`src/rtl/dsa_pkg.sv`:
```
// Shared types and helpers for the digit-serial adder/subtractor.
package dsa_pkg;

    typedef enum logic [1:0] {
        IDLE = 2'd0,
        RUN  = 2'd1,
        DONE = 2'd2
    } state_t;

    // Number of DIGIT-wide slices that make up one WIDTH-bit operand.
    function automatic int ndig(input int width, input int digit);
        return width / digit;
    endfunction

endpackage

```
`src/rtl/digit_adder.sv`:
```
// Combinational DIGIT-bit ripple adder built from per-bit full-adder equations.
module digit_adder #(
    parameter int DIGIT = 4
) (
    input  logic [DIGIT-1:0] a,
    input  logic [DIGIT-1:0] b,
    input  logic             ci,
    output logic [DIGIT-1:0] s,
    output logic             co,
    output logic             c_msb
);
    logic [DIGIT:0] c;

    assign c[0] = ci;

    for (genvar i = 0; i < DIGIT; i++) begin : g_fa
        assign s[i]   = a[i] ^ b[i] ^ c[i];
        assign c[i+1] = (a[i] & b[i]) | (c[i] & (a[i] ^ b[i]));
    end

    assign co    = c[DIGIT];
    assign c_msb = c[DIGIT-1];
endmodule

```
`src/rtl/digit_serial_addsub.sv`:
```
// WIDTH-bit add/subtract computed DIGIT bits per clock, least-significant digit first.
// Build option: define DSA_SATURATE_EN to clamp signed-overflowed results to the signed limits.
module digit_serial_addsub
    import dsa_pkg::*;
#(
    parameter int WIDTH = 16,
    parameter int DIGIT = 4
) (
    input  logic             clk,
    input  logic             rst,
    input  logic             in_valid,
    output logic             in_ready,
    input  logic [WIDTH-1:0] A,
    input  logic [WIDTH-1:0] B,
    input  logic             Cin,
    input  logic             Sub,
    output logic             out_valid,
    input  logic             out_ready,
    output logic [WIDTH-1:0] Sum,
    output logic             Cout,
    output logic             Overflow
);
    localparam int NDIG = ndig(WIDTH, DIGIT);
    localparam int CW   = (NDIG > 1) ? $clog2(NDIG) : 1;
    localparam int IW   = (WIDTH > 1) ? $clog2(WIDTH) : 1;
    localparam logic [CW-1:0] LAST = CW'(NDIG - 1);

    if (WIDTH % DIGIT != 0) begin : g_bad_cfg
        $error("digit_serial_addsub: WIDTH must be a multiple of DIGIT");
    end

    state_t            state, state_nxt;
    logic [WIDTH-1:0]  a_reg, b_reg;
    logic              carry;
    logic [CW-1:0]     cnt;
    logic [IW-1:0]     base;
    logic [DIGIT-1:0]  s_dig;
    logic              co, c_msb;

    // Bit offset of the digit currently in the slice; always < WIDTH.
    assign base = IW'(cnt) * IW'(DIGIT);

    digit_adder #(.DIGIT(DIGIT)) u_slice (
        .a     (a_reg[base +: DIGIT]),
        .b     (b_reg[base +: DIGIT]),
        .ci    (carry),
        .s     (s_dig),
        .co    (co),
        .c_msb (c_msb)
    );

    always_ff @(posedge clk or posedge rst) begin
        if (rst) state <= IDLE;
        else     state <= state_nxt;
    end

    always_comb begin
        state_nxt = state;
        in_ready  = 1'b0;
        out_valid = 1'b0;
        case (state)
            IDLE: begin
                in_ready = 1'b1;
                if (in_valid) state_nxt = RUN;
            end
            RUN: begin
                if (cnt == LAST) state_nxt = DONE;
            end
            DONE: begin
                out_valid = 1'b1;
                if (out_ready) state_nxt = IDLE;
            end
            default: state_nxt = IDLE;
        endcase
    end

    always_ff @(posedge clk or posedge rst) begin
        if (rst) begin
            a_reg    <= '0;
            b_reg    <= '0;
            carry    <= 1'b0;
            cnt      <= '0;
            Sum      <= '0;
            Cout     <= 1'b0;
            Overflow <= 1'b0;
        end else begin
            case (state)
                IDLE: begin
                    if (in_valid) begin
                        // Subtraction is A + ~B + 1, so Cin is replaced by the forced 1.
                        a_reg <= A;
                        b_reg <= Sub ? ~B : B;
                        carry <= Sub ? 1'b1 : Cin;
                        cnt   <= '0;
                    end
                end
                RUN: begin
                    Sum[base +: DIGIT] <= s_dig;
                    carry <= co;
                    cnt   <= cnt + 1'b1;
                    if (cnt == LAST) begin
                        Cout     <= co;
                        Overflow <= c_msb ^ co;
`ifdef DSA_SATURATE_EN
                        if (c_msb ^ co)
                            Sum <= a_reg[WIDTH-1] ? {1'b1, {(WIDTH-1){1'b0}}}
                                                  : {1'b0, {(WIDTH-1){1'b1}}};
`endif
                    end
                end
                default: ;
            endcase
        end
    end
endmodule

```
`config.mk`:
```
export PLATFORM = sky130hd
export DESIGN_NAME = digit_serial_addsub
export DESIGN_NICKNAME = d
export VERILOG_FILES = /design/src/rtl/dsa_pkg.sv /design/src/rtl/digit_adder.sv /design/src/rtl/digit_serial_addsub.sv
export SDC_FILE = /design/constraint.sdc
export NUM_CORES = 1
export LEC_CHECK = 0
export ABC_AREA = 1
export BUFFER_PORTS_ARGS = -buffer_cell sky130_fd_sc_hd__buf_2
export CORE_MARGIN = 2
export CORE_UTILIZATION = 55
export DETAILED_ROUTE_END_ITERATION = 10
export PLACE_DENSITY = 0.8
export SYNTH_ARGS = -nofsm -noshare
export SYNTH_HDL_FRONTEND = slang
export SYNTH_HIERARCHICAL = 1
export SYNTH_SLANG_ARGS = --single-unit
export TNS_END_PERCENT = 50
```
`constraint.sdc`:
```
create_clock -name clk -period 3.4 [get_ports clk]
set_input_delay 0.17 -clock clk [delete_from_list [all_inputs] [get_ports clk]]
set_output_delay 0.17 -clock clk [all_outputs]
set_load 0.02 [all_outputs]
```
==> impl_metrics.env <==
export IMPL_outcome="finished, final reports clean"
export IMPL_synth_edf_count=0
export IMPL_cp_slowest_cell="fa_1"
export IMPL_synth_avg_cell_area_sq_um=8.26
export IMPL_viasPerCell=4.86
export IMPL_critPathBufInv=5
export IMPL_maxCapViolCount=0
export IMPL_worstSetupEndpointType="register"
export IMPL_multi_input_area_sq_um=1280
export IMPL_cts_resized=0
export IMPL_path_class="reg -> reg"
export IMPL_clkPwrFrac_pct=10.7
export IMPL_cp_required_ns=3.61
export IMPL_start_util_pct=56.6
export IMPL_drc=0
export IMPL_path_cells="inv_1 > buf_4 > nor2_1 > nor2_1 > o21ai_0 > nand2_1 > inv_1 > fa_1 > fa_1 > inv_1 > fa_1 > inv_1 > nor3_1 > nand2_1 > nand2_1"
export IMPL_place_inst=461
export IMPL_fin_cells=469
export IMPL_cts_hold_buf=0
export IMPL_overflow=0
export IMPL_slew_limit_headroom_pct=25.1
export IMPL_yosysTopAreaCell="dfrtp_1"
export IMPL_hold_viol=0
export IMPL_clock_skew_ns=0.00536
export IMPL_core_area_sq_um=5070
export IMPL_muxShareOfSynthArea_pct=0
export IMPL_antenna_found_initial=0
export IMPL_fmax_ghz=0.327
export IMPL_die_area_sq_um=5820
export IMPL_ys_flop_type="dfrtp_1"
export IMPL_fillCellCount=461
export IMPL_wl_per_cell_um=11.9
export IMPL_max_stage_delay_ns=0.44
export IMPL_synth_cell_types=24
export IMPL_crit_start="cnt[0]"
export IMPL_synth_seq_cells=55
export IMPL_synth_top_family_by_area="simple AND/OR/NAND/NOR gates"
export IMPL_hold_class="in -> reg"
export IMPL_setup_violations=0
export IMPL_crit_top_cell="inv_1"
export IMPL_worst_setup_path_start_kind="register"
export IMPL_tightest_slew_ns=1.12
export IMPL_min_delay_start="out_ready"
export IMPL_irDropWorstVdd_mv=0.400
export IMPL_wl_um=5600
export IMPL_first_iter_violations=110
export IMPL_crit_family="adder cells"
export IMPL_clock_latency_ns=0.31
export IMPL_cts_sinks=55
export IMPL_synth_most_common_cell="nand2_1"
export IMPL_synthAdderAreaFrac_pct=4.96
export IMPL_cp_max_fo=17
export IMPL_rsz0062_at_grt="false"
export IMPL_synth_commonest_cells="123 x nand2_1, 55 x dfrtp_1, 33 x inv_1"
export IMPL_vias=2278
export IMPL_diodes=0
export IMPL_synthSimpleGateAreaFrac_pct=25.7
export IMPL_dp_hpwl_um=4070
export IMPL_cts_root_buf="clkbuf_8"
export IMPL_clkTransAtPathRegs_ns=0.09
export IMPL_std_cell_rows=26
export IMPL_synthesis_area_sq_um=2870
export IMPL_numCtsBuffers=5
export IMPL_yosys_warnings=6
export IMPL_clock_path_buffers=2
export IMPL_layout_drive_gt1_share_pct=19.5
export IMPL_synth_xor_area_share_pct=5.18
export IMPL_ys_seq_area_share_pct=47.9
export IMPL_p_int_uw=1720
export IMPL_port_buffers=57
export IMPL_fin_tns_setup_ns=0
export IMPL_die_width_um=76.3
export IMPL_nNetsFinal=445
export IMPL_grt_pass1_vias=2229
export IMPL_gp_congestion=0.852
export IMPL_synth_compound_area_share_pct=8.62
export IMPL_h_tree_depth=2
export IMPL_fin_crit_sh_pct=89.9
export IMPL_postCtsSetupBuffers=0
export IMPL_r2r_start="cnt[0]"
export IMPL_async_flop_share_pct=100
export IMPL_p_comb_share_pct=54.1
export IMPL_grt_max_degree=56
export IMPL_io_pins=58
export IMPL_seqPwrFrac_pct=35.2
export IMPL_synth_nets=395
export IMPL_p_per_area_nw_per_um2=1000
export IMPL_drt_pre_antenna_iters=4
export IMPL_final_max_slew_viol_count=0
export IMPL_grt_pass1_wl_um=9830
export IMPL_synth_top_area_share_pct=47.9
export IMPL_synth_area_leaders="dfrtp_1 48%, nand2_1 16%, xnor2_1 5.2%, inv_1 4.3%, fa_1 2.8%"
export IMPL_swShare_pct=47.2
export IMPL_leakage_uw=0.00180
export IMPL_p_sw_uw=1540
export IMPL_cp_data_arrival_time_ns=3.26
export IMPL_chipHeight_um=76.3
export IMPL_syn2layout_area_growth_pct=13.4
export IMPL_tritoncts="yes"
export IMPL_synthesis_instances=348
export IMPL_track_usage_pct=20.6
export IMPL_seqCellArea_sq_um=1380
export IMPL_min_period_ns=3.06
export IMPL_antenna_left=0
per-stage QoR:
stage               utilization (%)  total power, uW  setup WS, ns  area, sq um  hold WS [ns]
floorplan                         -             2510         0.684         2870         0.268
global placement               62.6             2870         0.489         3180         0.366
detailed placement             62.6             2930         0.379         3180         0.374
CTS                            64.2             3280         0.334         3260        0.0406
global route                   64.2             3590         0.105         3260        0.0387
finish                         64.2             3260         0.344         3260        0.0435
cells by family after synthesis:
kind of cell / count (synthesis)
AO/OA/AOI/OAI: 43
XOR/XNOR: 17
adder cells (fa/ha/maj): 9
AND/OR/NAND/NOR: 173
flip-flops: 55
buffers and inverters: 51
layout make-up:
cell class	count	area share, %
Clock buffer	7	2.34
Sequential cell	55	42.2
Clock inverter	1	0.154
Multi-Input combinational cell	242	39.2
Inverter	34	3.92
Timing Repair Buffer	60	9.44
Tap cell	70	2.69
final timing paths:
check / endpoint / slack, ns / cells after the start
worst max-delay path: Sum[15] / 0.34 / 15
worst min-delay path: state[1] / 0.04 / 2
worst max register to register: Sum[15] / 0.34 / 15
worst min register to register: Sum[2] / 0.48 / 2
max in group asynchronous: a_reg[4] / 2.57 / 2
min in group asynchronous: Sum[13] / 0.14 / 2
metal layers:
| metal | track usage, % | vias up | wire length (um) |
|---|---|---|---|
| met5 | 0 | - | 0 |
| met2 | 35.4 | 48 | 2700 |
| li1 | - | 1174 | - |
| met4 | 6.55 | 0 | 91 |
| met3 | 4.50 | 10 | 216 |
| met1 | 26.2 | 1046 | 2600 |
layout by cell type, fill, tap and decap left out, types with 5 or more instances in the layout:
| cell type | n |
|---|---|
| buf_2 | 57 |
| clkbuf_8 | 5 |
| dfrtp_1 | 55 |
| ha_1 | 5 |
| inv_1 | 32 |
| nand2_1 | 123 |
| nand3_1 | 16 |
| nor2_1 | 21 |
| o211ai_1 | 8 |
| o21ai_0 | 14 |
| o21ai_1 | 16 |
| xnor2_1 | 17 |
power groups by stage:
stage | sequential (uW) | combinational [uW] | clock (uW)
2_1_floorplan | 1160 | 1350 | 0
3_3_place_gp | 1160 | 1710 | 0
3_5_place_dp | 1160 | 1770 | 0
4_1_cts | 1150 | 1780 | 359
5_1_grt | 1180 | 2020 | 390
6_report | 1150 | 1770 | 349
No activity file was read; power rests on OpenSTA's default activity.
